File: src/rtl/muldiv_iter.sv
// Iterative MULT/MULTU/DIV/DIVU unit: one shared shift-add / restoring-subtract engine, WIDTH+1 cycle latency.
// Optional build macro MULDIV_EARLY_OUT_EN lets multiplies finish once the remaining multiplier bits are zero.
module muldiv_iter #(
   parameter int WIDTH = 32,
   parameter int CNT_W = 6
) (
   input  logic             clk,
   input  logic             rst,
   input  logic             start,
   input  logic [1:0]       op,
   input  logic [WIDTH-1:0] a,
   input  logic [WIDTH-1:0] b,
   input  logic             cancel,
   output logic             busy,
   output logic             done,
   output logic [WIDTH-1:0] hi_o,
   output logic [WIDTH-1:0] lo_o,
   output logic             dbz
);

   localparam logic [1:0] OP_MULT = 2'b00;
   localparam logic [1:0] OP_DIV  = 2'b10;

   typedef enum logic [1:0] {
      S_IDLE,
      S_CALC,
      S_FIN
   } state_t;

   state_t r_state;
   state_t w_next;

   logic               r_is_div;
   logic               r_sign_a;
   logic               r_sign_b;
   logic [CNT_W-1:0]   r_cnt;
   logic [2*WIDTH-1:0] r_acc;     // product, or {remainder, quotient/dividend}
   logic [2*WIDTH-1:0] r_mcand;   // shifting multiplicand; low half keeps |a| for divides
   logic [WIDTH-1:0]   r_b;       // shifting multiplier, or fixed divisor
   logic [WIDTH-1:0]   r_hi;
   logic [WIDTH-1:0]   r_lo;
   logic               r_dbz;

   logic               w_signed;
   logic               w_a_neg;
   logic               w_b_neg;
   logic [WIDTH-1:0]   w_a_mag;
   logic [WIDTH-1:0]   w_b_mag;
   logic               w_launch;
   logic               w_last;
   logic [WIDTH:0]     w_shift;
   logic               w_ge;
   logic [WIDTH-1:0]   w_diff;
   logic               w_neg_res;
   logic               w_div_zero;
   logic [2*WIDTH-1:0] w_prod;
   logic [WIDTH-1:0]   w_quo;
   logic [WIDTH-1:0]   w_rem;
   logic [WIDTH-1:0]   w_a_back;
   logic [WIDTH-1:0]   w_res_hi;
   logic [WIDTH-1:0]   w_res_lo;
   logic               w_res_dbz;

   // Operand capture: magnitudes are stored unsigned, so the most-negative value needs no special case.
   assign w_signed = (op == OP_MULT) || (op == OP_DIV);
   assign w_a_neg  = w_signed & a[WIDTH-1];
   assign w_b_neg  = w_signed & b[WIDTH-1];
   assign w_a_mag  = w_a_neg ? -a : a;
   assign w_b_mag  = w_b_neg ? -b : b;
   assign w_launch = (r_state == S_IDLE) && start && !cancel;

`ifdef MULDIV_EARLY_OUT_EN
   assign w_last = (r_cnt == CNT_W'(WIDTH-1)) || (!r_is_div && (r_b[WIDTH-1:1] == '0));
`else
   assign w_last = (r_cnt == CNT_W'(WIDTH-1));
`endif

   // Restoring step; when w_ge holds the true difference is below the divisor, so W bits suffice.
   assign w_shift = {r_acc[2*WIDTH-1:WIDTH], r_acc[WIDTH-1]};
   assign w_ge    = w_shift >= {1'b0, r_b};
   assign w_diff  = w_shift[WIDTH-1:0] - r_b;

   always_ff @(posedge clk or posedge rst) begin
      if (rst) begin
         r_state <= S_IDLE;
      end else begin
         r_state <= w_next;
      end
   end

   always_comb begin
      w_next = r_state;
      done   = 1'b0;
      case (r_state)
         S_IDLE: begin
            if (w_launch) w_next = S_CALC;
         end
         S_CALC: begin
            if (cancel)      w_next = S_IDLE;
            else if (w_last) w_next = S_FIN;
         end
         S_FIN: begin
            w_next = S_IDLE;
            done   = !cancel;
         end
         default: w_next = S_IDLE;
      endcase
   end

   assign busy = (r_state != S_IDLE);

   // Sign correction of the raw engine result, applied in the FIN cycle.
   assign w_neg_res  = r_sign_a ^ r_sign_b;
   assign w_div_zero = (r_b == '0);
   assign w_prod     = w_neg_res ? -r_acc : r_acc;
   assign w_quo      = w_neg_res ? -r_acc[WIDTH-1:0] : r_acc[WIDTH-1:0];
   assign w_rem      = r_sign_a ? -r_acc[2*WIDTH-1:WIDTH] : r_acc[2*WIDTH-1:WIDTH];
   assign w_a_back   = r_sign_a ? -r_mcand[WIDTH-1:0] : r_mcand[WIDTH-1:0];

   always_comb begin
      w_res_hi  = w_prod[2*WIDTH-1:WIDTH];
      w_res_lo  = w_prod[WIDTH-1:0];
      w_res_dbz = 1'b0;
      if (r_is_div) begin
         if (w_div_zero) begin
            w_res_hi  = w_a_back;
            w_res_lo  = '1;
            w_res_dbz = 1'b1;
         end else begin
            w_res_hi = w_rem;
            w_res_lo = w_quo;
         end
      end
   end

   // NOTE: results show combinationally during the done cycle and are captured for holding afterwards.
   assign hi_o = done ? w_res_hi  : r_hi;
   assign lo_o = done ? w_res_lo  : r_lo;
   assign dbz  = done ? w_res_dbz : r_dbz;

   always_ff @(posedge clk or posedge rst) begin
      if (rst) begin
         r_is_div <= 1'b0;
         r_sign_a <= 1'b0;
         r_sign_b <= 1'b0;
         r_cnt    <= '0;
         r_acc    <= '0;
         r_mcand  <= '0;
         r_b      <= '0;
         r_hi     <= '0;
         r_lo     <= '0;
         r_dbz    <= 1'b0;
      end else begin
         if (w_launch) begin
            r_is_div <= op[1];
            r_sign_a <= w_a_neg;
            r_sign_b <= w_b_neg;
            r_cnt    <= '0;
            r_acc    <= op[1] ? {{WIDTH{1'b0}}, w_a_mag} : '0;
            r_mcand  <= {{WIDTH{1'b0}}, w_a_mag};
            r_b      <= w_b_mag;
         end else if (r_state == S_CALC) begin
            r_cnt <= r_cnt + CNT_W'(1);
            if (r_is_div) begin
               r_acc <= {(w_ge ? w_diff : w_shift[WIDTH-1:0]), r_acc[WIDTH-2:0], w_ge};
            end else begin
               r_acc   <= r_acc + (r_b[0] ? r_mcand : '0);
               r_mcand <= r_mcand << 1;
               r_b     <= r_b >> 1;
            end
         end
         if (done) begin
            r_hi  <= w_res_hi;
            r_lo  <= w_res_lo;
            r_dbz <= w_res_dbz;
         end
      end
   end

endmodule

File: config.mk
export PLATFORM = sky130hd
export DESIGN_NAME = muldiv_iter
export DESIGN_NICKNAME = d
export VERILOG_FILES = /design/src/rtl/muldiv_iter.sv
export SDC_FILE = /design/constraint.sdc
export NUM_CORES = 1
export LEC_CHECK = 0
export CELL_PAD_IN_SITES_DETAIL_PLACEMENT = 0
export CELL_PAD_IN_SITES_GLOBAL_PLACEMENT = 2
export CORE_ASPECT_RATIO = 0.5
export CORE_MARGIN = 1.5
export CORE_UTILIZATION = 25
export CTS_BUF_LIST = sky130_fd_sc_hd__clkbuf_16
export CTS_CLUSTER_SIZE = 28
export DETAILED_ROUTE_END_ITERATION = 10
export DONT_BUFFER_PORTS = 1
export GPL_TIMING_DRIVEN = 1
export PLACE_DENSITY = 0.65
export SLEW_MARGIN = 0
export SYNTH_ARGS = -nofsm -noshare
export SYNTH_HDL_FRONTEND = slang
export SYNTH_SLANG_ARGS = --single-unit
File: constraint.sdc
create_clock -name clk -period 7.5 [get_ports clk]
set_clock_uncertainty 0.2 [all_clocks]
set_input_delay 0.75 -clock clk [delete_from_list [all_inputs] [get_ports clk]]
set_output_delay 0.75 -clock clk [all_outputs]
set_load 0.005 [all_outputs]
==> qor.txt <==
Leakage -> 9.170 nW
CP max FO -> 41
Worst Hold Class -> primary input to flop
Hold Fails Final Rpt -> 0
Synth top area share -> 0.2863
Finished Cell Area -> 0.02261 sq mm
first-pass GRT wire length -> 122.8 mm
Worst-Margin Slew -> 937.5 ps
GRT overflow -> 0
Hold Crit Start -> cancel
sequential-to-total area share from yosys stat -> 0.2863
top-count cell post-synth -> nand2_1
FF-to-FF Start -> r_b[0]
initial cell density of the core -> 0.2526
Critical Path Start -> r_b[0]
cts bufs inserted -> 27
unrepaired setup endpoints after global routing -> no
WL final -> 81.22 mm
Adder-Cell Fraction of Synth Area -> 0.06321
dpl hpwl -> 61.81 mm
peak supply drop -> 0.1936 mV
Max Cap Viol -> 0
FF+latch count, synth -> 236
Core Area -> 0.08166 sq mm
net count reported at finish -> 2710
Ports -> 137
simple-gate area share of the yosys netlist -> 0.2135
Crit. End Element -> primary output
DP Area -> 0.02161 sq mm
I/O Buffers -> 0
CP required -> 6550 ps
Clock transition at path regs -> 70 ps
crit path DAT -> 4270 ps
setup TNS -> 0 ps
Post-synth EDFFs -> 0
Mapped Nets -> 2816
Yosys top cell by area -> dfrtp_1
die width -> 409.2 um
dominant synthesized flop cell -> dfrtp_1
period utilization -> 0.6957
vias in the first global route -> 18980
max-slew violation count -> 0
clk sink count -> 236
syn_area_per_cell -> 7.804 sq um
top cells by count, synth -> nand2_1, o21ai_0, dfrtp_1
CTS tree -> built
pwr/cell area -> 397.0 mW/mm^2
via count -> 19350
hold_ws -> 46.61 ps
Cells after Synth -> 2643
crit start category -> flop
total power -> 0.008975 W
Async S/R FF share, synth -> 1.000
Netlist cell types -> 93
Fill cells -> 8891
Layout area overhead -> 9.615%
share of layout cells above drive strength 1 -> 0.05199
Final min period -> 5218 ps
vias per inst -> 5.285
Post-CTS Repair Setup Buffers -> 0
DRT antenna net count -> 0
mux contribution to synthesized area -> 0.01468
Post-Synthesis Cell Area -> 0.02062 sq mm
Slew HR -> 0.3750
largest net degree at the start of global routing -> 120
Longest Clk Path Bufs -> 3
Yosys Warn Count -> 0
Die Height -> 206.1 um
Total Routing Usage GR -> 0.1885
CTS H-tree lvls -> 1
final setup fails -> 0
CTS root buf -> clkbuf_16
drt wl/cell -> 22.18 um
initial antenna violation count -> 2
drt first pass iters -> 8
RD Place Congestion -> 0.9131
worst setup path class -> flop to primary output
synth top area cells -> dfrtp_1, nand2_1, xnor2_1, ha_1, o21ai_0
xor/xnor cell area share of the yosys netlist -> 0.1104
Cell Rows -> 74
drt first-iter violations -> 1509
DIE AREA -> 0.08434 sq mm
Compound-Gate Fraction of Synth Area -> 0.2622
DRC Markers -> 0
Peak Freq -> 191.6 MHz
latest clock arrival within the worst-skew pair -> 590 ps
largest family of logic cells by synthesized area -> compound AO/OA/AOI/OAI gates
status -> complete, no violations
## what timing repair did
| action | 4_1_cts | 5_1_grt |
|---|---|---|
| hold buffers | 2 | 0 |
| hold endpoints to repair | 5 | 0 |
| resized for setup | 0 | 0 |
## report_power, final
group	internal, W	switching (W)	total, W
Sequential	0.00157	0.000833	0.00240
Combinational	0.00197	0.00308	0.00505
Clock	0.000899	0.000623	0.00152
## cells by family after synthesis
logic type,count (synthesis)
compound gates,852
xor+xnor,260
fa+ha+maj,103
buf+inv,245
mux,29
flops,236
simple gates,918
## final cells by class
cell class,count,area (sq um),area share
Multi-Input combinational cell,2162,13760,0.6086
Clock inverter,23,301.5,0.01334
Tap cell,1102,1379,0.06099
Sequential cell,236,5911,0.2614
Antenna cell,2,5.005,0.0002214
Inverter,73,281.5,0.01245
Clock buffer,27,675.6,0.02989
Timing Repair Buffer,37,295.3,0.01306
## critical path, cell delays in order (launching register included)
cell and delay [ps]:
dfrtp_1 730, buf_4 430, nor4_1 350, nand4_1 280
nor2_4 200, nand2_1 440, nand2_1 890, o22a_1 320
## state kept, by name, summed over array words and instances, names as in the netlist
register,count
r_lo,32
r_state,2
r_b,32
r_is_div,1
r_dbz,1
r_cnt,6
r_mcand,64
r_sign_a,1
r_acc,64
r_sign_b,1
r_hi,32
## layer usage
layer,track usage,wire length [um]
met5,0,0
met4,0.04034,1762
met2,0.3322,39220
met3,0.02246,3068
met1,0.2474,37170
## cells in the final DEF, fill, tap and decap left out, types with 20 or more instances in the layout
master,count
a31oi_1,72
xor2_1,107
a21o_1,40
nor3_1,36
nor4_1,31
xnor2_1,151
a22o_1,33
nand3_1,46
buf_4,34
dfrtp_1,234
o31ai_1,33
o21ai_0,244
o22a_1,25
nor2_1,171
or3_1,35
clkbuf_16,27
o211ai_1,56
a21oi_1,179
a211oi_1,20
mux2i_1,28
nand4_1,25
ha_1,101
inv_1,74
nand2_1,383
and3_1,25
and2_1,73
## metrics by stage
stage | std cells | util | worst slack (ps)
finish | 3662 | 0.2768 | 2282
global route | 3660 | 0.2768 | 1925
CTS | 3660 | 0.2768 | 2228
detailed placement | 3608 | 0.2646 | 2820
global placement | 3608 | 0.2646 | 2856
floorplan | 2643 | - | 75.30
## final timing paths
kind / cells after the start / end / slack, ps
worst min register to register: 1 / r_state[1] / 280
min in group asynchronous: 2 / r_lo[22] / 600
worst max register to register: 11 / r_acc[59] / 2640
worst min-delay path: 1 / r_state[0] / 50
worst max-delay path: 7 / lo_o[10] / 2280
max in group asynchronous: 3 / r_sign_a / 5220
Power figures use the tool's default switching activity.
